<file path="config.mk">
export PLATFORM = sky130hd
export DESIGN_NAME = rd_burst_scheduler_flat
export DESIGN_NICKNAME = d
export VERILOG_FILES = /design/src/rtl/rd_burst_scheduler_if.sv /design/src/rtl/rd_burst_scheduler.sv /design/src/flat_wrapper.sv
export SDC_FILE = /design/constraint.sdc
export NUM_CORES = 1
export LEC_CHECK = 0
export CORE_ASPECT_RATIO = 2
export CORE_MARGIN = 5
export CORE_UTILIZATION = 30
export DETAILED_ROUTE_END_ITERATION = 8
export RECOVER_POWER = 100
export SYNTH_ARGS = -nofsm -noshare
export SYNTH_HDL_FRONTEND = slang
export SYNTH_SLANG_ARGS = --single-unit
</file>
<file path="constraint.sdc">
create_clock -name clk -period 8.56 [get_ports clk]
set_clock_uncertainty 0.05 [all_clocks]
set_input_delay 2.568 -clock clk [delete_from_list [all_inputs] [get_ports clk]]
set_output_delay 2.568 -clock clk [all_outputs]
set_load 0.01 [all_outputs]
</file>
<file path="src/rtl/rd_burst_scheduler_if.sv">
// Signal bundle between the kernel control, the AXI AR channel and the R-channel
// last-beat detector for one rd_burst_scheduler.
interface rd_burst_scheduler_if #(
  parameter int C_ADDR_WIDTH = 64,
  parameter int C_LEN_WIDTH  = 32
);
  logic                    ctrl_start;
  logic [C_ADDR_WIDTH-1:0] ctrl_addr;
  logic [C_LEN_WIDTH-1:0]  ctrl_num_beats;
  logic                    ctrl_busy;
  logic                    ctrl_done;

  // AR handshake: a transfer occurs on every rising edge where m_arvalid and
  // m_arready are both high; once raised, m_arvalid/m_araddr/m_arlen hold until then.
  logic                    m_arvalid;
  logic                    m_arready;
  logic [C_ADDR_WIDTH-1:0] m_araddr;
  logic [7:0]              m_arlen;

  logic                    burst_done;

  modport master (
    input  ctrl_start, ctrl_addr, ctrl_num_beats, m_arready, burst_done,
    output ctrl_busy, ctrl_done, m_arvalid, m_araddr, m_arlen
  );

  modport slave (
    output ctrl_start, ctrl_addr, ctrl_num_beats, m_arready, burst_done,
    input  ctrl_busy, ctrl_done, m_arvalid, m_araddr, m_arlen
  );
endinterface

</file>
<file path="src/rtl/rd_burst_scheduler.sv">
// Splits one read request into AR bursts of at most C_BURST_LEN beats, with a
// credit counter bounding the bursts in flight, and pulses done when all return.
module rd_burst_scheduler #(
  parameter int C_ADDR_WIDTH      = 64,
  parameter int C_LEN_WIDTH       = 32,
  parameter int C_DATA_BYTES      = 64,
  parameter int C_BURST_LEN       = 64,
  parameter int C_MAX_OUTSTANDING = 16
) (
  input  logic                                   clk,
  input  logic                                   rst,
  rd_burst_scheduler_if.master                   bus,
  output logic [1:0]                             o_dbg_state,
  output logic [$clog2(C_MAX_OUTSTANDING):0]     o_dbg_outstanding
);

  localparam int OW = $clog2(C_MAX_OUTSTANDING) + 1;
  localparam logic [C_LEN_WIDTH-1:0]  LP_BURST  = C_LEN_WIDTH'(C_BURST_LEN);
  localparam logic [C_ADDR_WIDTH-1:0] LP_STRIDE = C_ADDR_WIDTH'(C_BURST_LEN * C_DATA_BYTES);
  localparam logic [OW-1:0]           LP_MAX    = OW'(C_MAX_OUTSTANDING);

  typedef enum logic [1:0] {
    S_IDLE  = 2'd0,
    S_ISSUE = 2'd1,
    S_DRAIN = 2'd2,
    S_DONE  = 2'd3
  } state_t;

  state_t                  r_state;
  state_t                  w_next;
  logic [C_ADDR_WIDTH-1:0] r_addr;
  logic [C_LEN_WIDTH-1:0]  r_remaining;
  logic [C_LEN_WIDTH-1:0]  w_len;
  logic [C_LEN_WIDTH-1:0]  w_len_m1;
  logic [OW-1:0]           r_outstanding;
  logic [OW-1:0]           w_out_next;
  logic                    w_arvalid;
  logic                    w_ar_hs;
  logic                    w_bd;
  logic                    w_accept;

  assign w_len    = (r_remaining < LP_BURST) ? r_remaining : LP_BURST;
  assign w_len_m1 = w_len - C_LEN_WIDTH'(1);
  assign w_accept = (r_state == S_IDLE) && bus.ctrl_start && (bus.ctrl_num_beats != '0);

  // Credit is judged on the registered count, so a pending request can only gain credit.
  assign w_arvalid = (r_state == S_ISSUE) && (r_remaining != '0) && (r_outstanding < LP_MAX);
  assign w_ar_hs   = w_arvalid && bus.m_arready;
  assign w_bd      = bus.burst_done && ((r_state == S_ISSUE) || (r_state == S_DRAIN))
                     && (r_outstanding != '0);

  always_comb begin
    w_out_next = r_outstanding;
    case ({w_ar_hs, w_bd})
      2'b10:   w_out_next = r_outstanding + OW'(1);
      2'b01:   w_out_next = r_outstanding - OW'(1);
      default: w_out_next = r_outstanding;
    endcase
  end

  always_comb begin
    w_next = r_state;
    case (r_state)
      S_IDLE: begin
        if (bus.ctrl_start) begin
          w_next = (bus.ctrl_num_beats == '0) ? S_DONE : S_ISSUE;
        end
      end
      S_ISSUE: begin
        if (w_ar_hs && (r_remaining == w_len)) begin
          w_next = S_DRAIN;
        end
      end
      // The final burst_done and the move to DONE share one edge.
      S_DRAIN: begin
        if (w_out_next == '0) begin
          w_next = S_DONE;
        end
      end
      S_DONE:  w_next = S_IDLE;
      default: w_next = S_IDLE;
    endcase
  end

  always_ff @(posedge clk) begin
    if (rst) begin
      r_state <= S_IDLE;
    end else begin
      r_state <= w_next;
    end
  end

  always_ff @(posedge clk) begin
    if (rst) begin
      r_addr        <= '0;
      r_remaining   <= '0;
      r_outstanding <= '0;
    end else begin
      r_outstanding <= w_out_next;
      if (w_accept) begin
        r_addr      <= bus.ctrl_addr;
        r_remaining <= bus.ctrl_num_beats;
      end else if (w_ar_hs) begin
        r_addr      <= r_addr + LP_STRIDE;
        r_remaining <= r_remaining - w_len;
      end
    end
  end

  assign bus.ctrl_busy  = (r_state != S_IDLE);
  assign bus.ctrl_done  = (r_state == S_DONE);
  assign bus.m_arvalid  = w_arvalid;
  assign bus.m_araddr   = r_addr;
  assign bus.m_arlen    = (r_state == S_ISSUE) ? w_len_m1[7:0] : 8'd0;

  assign o_dbg_state       = r_state;
  assign o_dbg_outstanding = r_outstanding;

endmodule

</file>
<file path="src/flat_wrapper.sv">
// flat-port wrapper written by rule: the top's interface ports become plain ports
module rd_burst_scheduler_flat 
#(
  parameter int C_ADDR_WIDTH      = 64,
  parameter int C_LEN_WIDTH       = 32,
  parameter int C_DATA_BYTES      = 64,
  parameter int C_BURST_LEN       = 64,
  parameter int C_MAX_OUTSTANDING = 16
)
  (clk, rst, o_dbg_state, o_dbg_outstanding, bus_ctrl_start, bus_ctrl_addr, bus_ctrl_num_beats, bus_m_arready, bus_burst_done, bus_ctrl_busy, bus_ctrl_done, bus_m_arvalid, bus_m_araddr, bus_m_arlen);
  rd_burst_scheduler_if #(.C_ADDR_WIDTH(C_ADDR_WIDTH), .C_LEN_WIDTH(C_LEN_WIDTH)) bus_i ();
  input  logic clk;
  input  logic rst;
  output logic [1:0] o_dbg_state;
  output logic [$clog2(C_MAX_OUTSTANDING):0] o_dbg_outstanding;
  input wire logic [$bits(bus_i.ctrl_start)-1:0] bus_ctrl_start;
  input wire logic [$bits(bus_i.ctrl_addr)-1:0] bus_ctrl_addr;
  input wire logic [$bits(bus_i.ctrl_num_beats)-1:0] bus_ctrl_num_beats;
  input wire logic [$bits(bus_i.m_arready)-1:0] bus_m_arready;
  input wire logic [$bits(bus_i.burst_done)-1:0] bus_burst_done;
  output wire logic [$bits(bus_i.ctrl_busy)-1:0] bus_ctrl_busy;
  output wire logic [$bits(bus_i.ctrl_done)-1:0] bus_ctrl_done;
  output wire logic [$bits(bus_i.m_arvalid)-1:0] bus_m_arvalid;
  output wire logic [$bits(bus_i.m_araddr)-1:0] bus_m_araddr;
  output wire logic [$bits(bus_i.m_arlen)-1:0] bus_m_arlen;
  assign bus_i.ctrl_start = bus_ctrl_start;
  assign bus_i.ctrl_addr = bus_ctrl_addr;
  assign bus_i.ctrl_num_beats = bus_ctrl_num_beats;
  assign bus_i.m_arready = bus_m_arready;
  assign bus_i.burst_done = bus_burst_done;
  assign bus_ctrl_busy = bus_i.ctrl_busy;
  assign bus_ctrl_done = bus_i.ctrl_done;
  assign bus_m_arvalid = bus_i.m_arvalid;
  assign bus_m_araddr = bus_i.m_araddr;
  assign bus_m_arlen = bus_i.m_arlen;
  rd_burst_scheduler #(.C_ADDR_WIDTH(C_ADDR_WIDTH), .C_LEN_WIDTH(C_LEN_WIDTH), .C_DATA_BYTES(C_DATA_BYTES), .C_BURST_LEN(C_BURST_LEN), .C_MAX_OUTSTANDING(C_MAX_OUTSTANDING)) u_core (.clk(clk), .rst(rst), .bus(bus_i), .o_dbg_state(o_dbg_state), .o_dbg_outstanding(o_dbg_outstanding));
endmodule
</file>
==> After elaboration in Yosys (flattened, before gate mapping) <==
Index checks and enable logic that the tools add are counted.
{ "op_classes": {"n_reduce_logical": 18, "add_sub_neg": 5, "order_cmp": 2, "n_eq_ne": 9, "n_mux": 12} }
{ "op_table": {"columns": ["cell", "count"], "rows": [
  ["$mux W64", 2],
  ["$mux W32", 3],
  ["$add A64 B13 Y64 const B", 1],
  ["$reduce_bool A32 Y1", 2],
  ["$eq A32 B32 Y1", 1],
  ["$logic_not A32 Y1", 1],
  ["$lt A32 B7 Y1 const B", 1],
  ["$sub A32 B32 Y32", 1],
  ["$pmux W5 S2", 1],
  ["$logic_and A1 B1 Y1", 8],
  ["$mux W2", 4],
  ["$mux W8", 1],
  ["$pmux W2 S4", 1],
  ["$sub A8 B1 Y8 const B", 1],
  ["$eq A2 B2 Y1 const B", 3],
  ["$ne A2 B2 Y1 const B", 3],
  ["$add A5 B1 Y5 const B", 1],
  ["$logic_not A5 Y1", 1],
  ["$lt A5 B5 Y1 const B", 1],
  ["$reduce_bool A5 Y1", 1],
  ["$sub A5 B1 Y5 const B", 1],
  ["$eq A2 B1 Y1 const B", 2],
  ["$reduce_bool A2 Y1", 2],
  ["$reduce_and A3 Y1", 1],
  ["2 further kinds", 2]
]} }
{ "totals": {"regBits": 103, "output_inout_bits": 82, "inputBits": 101} }

==> Longest topological paths before layout <==
{ "logic_depth": {"depth_word": 9, "mapped_depth": 14, "mapped_depth_nobuf": 14} }

==> Worst setup path before layout <==
Ideal clock, no wire load.
{ "synth_timing": {"path_type": "input to register", "from": "in bus_m_arready", "to": "reg u_core.r_state[1] (netlist: u_core.o_dbg_state[1])", "required_ps": 8419, "setup_ps": 91, "path_stages": 11, "n_path_buf": 0, "setup_slack_ps": 3467, "arrival_ps": 4952, "cell_sequence": "nand3b_1 > a31oi_4 > inv_4 > ha_1 > ha_1 > nor2b_1 > or4_1 > nand4_1 > a41o_1 > a21oi_1 > a311oi_1"} }
{ "synth_between": {"elab_chain_len": 6} }
{ "synth_rtl": {"columns": ["item", "line", "rtl"], "rows": [
  ["start, declared", "flat_wrapper.sv:19", "input wire logic [$bits(bus_i.m_arready)-1:0] bus_m_arready;"],
  ["$logic_and A1 B1 Y1 (*)", "rd_burst_scheduler.sv:48", "assign w_ar_hs = w_arvalid && bus.m_arready;"],
  ["$eq A2 B1 Y1 / $eq A2 B2 Y1 (equally long branches)", "rd_burst_scheduler.sv:54", "case ({w_ar_hs, w_bd})"],
  ["$pmux W5 S2", "rd_burst_scheduler.sv:54", null],
  ["$logic_not A5 Y1", "rd_burst_scheduler.sv:76", "if (w_out_next == '0) begin"],
  ["$ne A2 B2 Y1 (no source line)", null, null],
  ["$reduce_and A3 Y1 (no source line) (*)", null, null],
  ["end signal, assigned", "rd_burst_scheduler.sv:89", "r_state <= w_next;"],
  ["end, declared", "rd_burst_scheduler.sv:29", "state_t r_state;"]
]} }
Every way passes the cells marked *; elsewhere a longest branch is shown, timed or not.
A chain may end at the register's enable or synchronous reset.

==> Worst setup path in the final report <==
Same ends and word-level chain as after synthesis.

==> reports/metrics.csv <==
stage;metric;value;unit
sta;Hold WS;0.404;ns
synthesis;Compound-Gate Fraction of Synth Area;18.3;%
sta;max_slew headroom;21.5;%
clock_tree;PostCTS Resize Cnt;0;
die;core area;0.0198;sq mm
setup_path;crit start category;primary input;
global_routing;global route total overflow;0;
global_routing;Tot GR Track Use;18.0;%
drt;Vias;6128;
global_routing;number of global-route vias before repair;6092;
die;die area;0.0231;sq mm
cells_and_area;fin nets;1022;
sta;Hold Fails Final Rpt;0;
worst_hold_path;Hold Path Class;register to register;
sta;fin crit share;75.1;%
clock_tree;worst-skew pair later-pin latency;0.36;ns
setup_path;CP cell instances;dlygate4sd3_1 > nand3b_1 > a31oi_1 > clkinvlp_2 > ha_1 > ha_1 > nor2b_1 > nor3_1 > a2111oi_0 > a41o_1 > a21oi_1 > a311oi_1;
synthesis;EDFF count, synth;0;
clock_tree;CTS Buf Count;9;
synthesis;Syn Nets;869;
clock_tree;Worst-path clk slew;0.08;ns
setup_path;critical path endpoint category;register;
setup_path;CP required;8.78;ns
placed_design;Placement Cell Area;0.00797;sq mm
synthesis;cell area after synthesis;0.00600;sq mm
sta;RSZ-0062 raised after global routing;false;
synthesis;post-synthesis mux area share;0.167;%
synthesis;Synth Instances;755;
clock_tree;H-tree Lvls;3;
setup_path;Crit-path slowest cell;a31oi_1;
setup_path;delay-heaviest family, CP;compound AO/OA/AOI/OAI gates;
sta;pins over their slew limit;0;
power;Peak VDD IR;153;uV
clock_tree;clock sink count;103;
die;Die Span Y;210;microns
clock_tree;Clock Path Buffers;2;
setup_path;Worst path most repeated cell;ha_1;
sta;setup_tns;0;ns
clock_tree;Setup Buffers After CTS;0;
die;I/O pin count;183;
drt;initial DRC count;271;
drt;routed vias/inst;5.20;
setup_path;Worst Path Arrival;6.65;ns
cells_and_area;Layout area overhead;37.4;%
cells_and_area;final instance area;0.00824;sq mm
job;max_cap viols;0;
clock_tree;CTS tree;done;
synthesis;most common flop cell mapped by yosys;dfxtp_1;
global_routing;initial antenna violation count;3;
drt;Post-Route WL;20800;microns
synthesis;Unique masters post-synth;67;
setup_path;Setup CP Type;primary input to register;
cells_and_area;layout cell share with drive strength beyond 1;4.05;%
sta;maximum clock frequency;155;MHz
sta;Min Clock Period, post-route;6.43;ns
synthesis;Synth Area in Simple Gates;29.6;%
die;FP Rows;73;
drt;Pre-antenna DRT Iters;5;
synthesis;Synth Area in XOR/XNOR;9.92;%
synthesis;yosys warns;0;
synthesis;part of the Yosys area used for sequential elements;34.4;%
synthesis;asr flop ratio synth;0;%
synthesis;largest family of logic cells by synthesized area;simple AND/OR/NAND/NOR gates;
placed_design;number of port buffers;182;
synthesis;Post-Synth Adder-Cell Area;2.84;%
cells_and_area;# fillers;2063;
die;initial core utilization;30.3;%
clock_tree;# hold bufs at CTS;0;
drt;routed length per instance;17.7;microns
power;Power Total;2.01;mW
power;Leak;2.82;nW
setup_path;critical-path maximum fanout;9;
global_routing;largest net degree at the start of global routing;163;
die;Die X;110;microns
setup_path;Worst Path Buf+Inv;2;
placed_design;Final GP Congestion;0.824;
sta;Slew @ Worst Pin;1.18;ns
global_routing;first-pass GRT wire length;32200;microns
drt;post-route ant nets;0;
placed_design;dpl ws;2.50;ns
drt;Residual DRC;0;
sta;final worst-path setup slack;2.13;ns
synthesis;Seq cells post-synth;103;
synthesis;Syn Area/Cell;7.95;sq um
sta;Final setup viols;0;
setup_path;critical path's largest stage delay;0.69;ns
outcome;status;finished clean;
power;pwr dens;244;mW/mm^2
placed_design;DP Wirelength;15400;microns
clock_tree;CTS Root Buffer Type;clkbuf_16;
metrics by stage:
step	utilization [%]	instances
after floorplan	-	755
after global placement	40.2	1159
after detailed placement	40.2	1159
after CTS	41.7	1175
after global routing	41.6	1178
final	41.6	1178
power breakdown:
part	internal (mW)	total [mW]	switching (mW)
logic	0.390	0.860	0.471
clock network	0.203	0.404	0.202
registers	0.598	0.744	0.146
registers in the layout, indices dropped and copies added (netlist names):
signal	flops
u_core.bus.m_araddr	64
u_core.o_dbg_outstanding	5
u_core.o_dbg_state	2
u_core.r_remaining	32
worst paths after layout:
path,start,cells after the start,end,slack (ns)
worst max register to register,u_core.o_dbg_state[1]$_SDFFE_PP0P_,13,u_core.o_dbg_state[1]$_SDFFE_PP0P_,4.08
worst max-delay path,bus_m_arready,12,u_core.o_dbg_state[1]$_SDFFE_PP0P_,2.13
worst min-delay path,u_core.bus.m_araddr[2]$_SDFFE_PP0P_,2,u_core.bus.m_araddr[2]$_SDFFE_PP0P_,0.40
worst min register to register,u_core.bus.m_araddr[2]$_SDFFE_PP0P_,2,u_core.bus.m_araddr[2]$_SDFFE_PP0P_,0.40
tightest hold or removal path: cells and delay by family (launching register included):
kind | cells | cell delay, ns
AND/OR/NAND/NOR | 1 | 0.05
AO/OA/AOI/OAI | 1 | 0.05
flip-flops | 1 | 0.31
per-layer routing:
metal,wire length (microns),GRT usage (%),share of wire (%),vias up
met2,11100,32.4,53,172
met4,716,8.91,3.4,0
met1,7640,19.0,37,2850
met5,0,0,0,-
li1,-,-,-,3075
met3,1340,4.26,6.4,31
Yosys cell counts, types with 3 or more instances:
master | count | area share (%)
a211oi_1 | 60 | 7.5
a21oi_1 | 34 | 2.8
a311oi_1 | 12 | 1.8
buf_2 | 5 | 0.42
buf_6 | 5 | 0.94
clkbuf_1 | 32 | 2.0
dfxtp_1 | 103 | 34
ha_1 | 12 | 2.5
inv_1 | 14 | 0.88
nand2_1 | 68 | 4.3
nand3_1 | 36 | 3.0
nand3b_1 | 4 | 0.50
nand4_1 | 20 | 2.1
nor2_1 | 111 | 6.9
nor3_1 | 37 | 3.1
nor4_1 | 31 | 3.2
nor4b_1 | 3 | 0.44
o211ai_1 | 3 | 0.38
o21ai_0 | 23 | 1.9
or3_1 | 9 | 0.94
or4_1 | 6 | 0.75
xnor2_1 | 48 | 7.0
xor2_1 | 20 | 2.9
cells in the final DEF (no fill, tap or decap), drive strengths merged, types with 4 or more instances in the layout:
master / n
or3: 11
nor2: 111
a21oi: 34
nand4: 20
buf: 4
nor4: 34
o21ai: 23
nor3: 38
nand2: 68
dlygate4sd3: 83
ha: 12
dfxtp: 103
nand3b: 4
or4: 8
clkdlybuf4s50: 98
clkbuf: 11
a311oi: 12
xor2: 20
nand3: 36
xnor2: 48
a211oi: 60
inv: 16
clkinv: 4
logic make-up after synthesis:
group	count (synthesis)
AND/OR/NAND/NOR	354
flip-flops	103
AO/OA/AOI/OAI	155
other	1
multiplexers	1
XOR/XNOR	68
adder cells (fa/ha/maj)	13
buffers and inverters	60
cell type report:
cell class / count / area (sq um) / share of cell area, %
multi-input cells: 592 / 3640 / 44.2
flip-flops and latches: 103 / 2060 / 25.0
repair buffers: 186 / 1860 / 22.5
well taps: 262 / 328 / 3.98
clock buffers: 10 / 229 / 2.78
inverters: 16 / 61.3 / 0.744
clock inverters: 6 / 53.8 / 0.653
diodes: 3 / 7.51 / 0.0911
(Power assumes the default switching activity.)
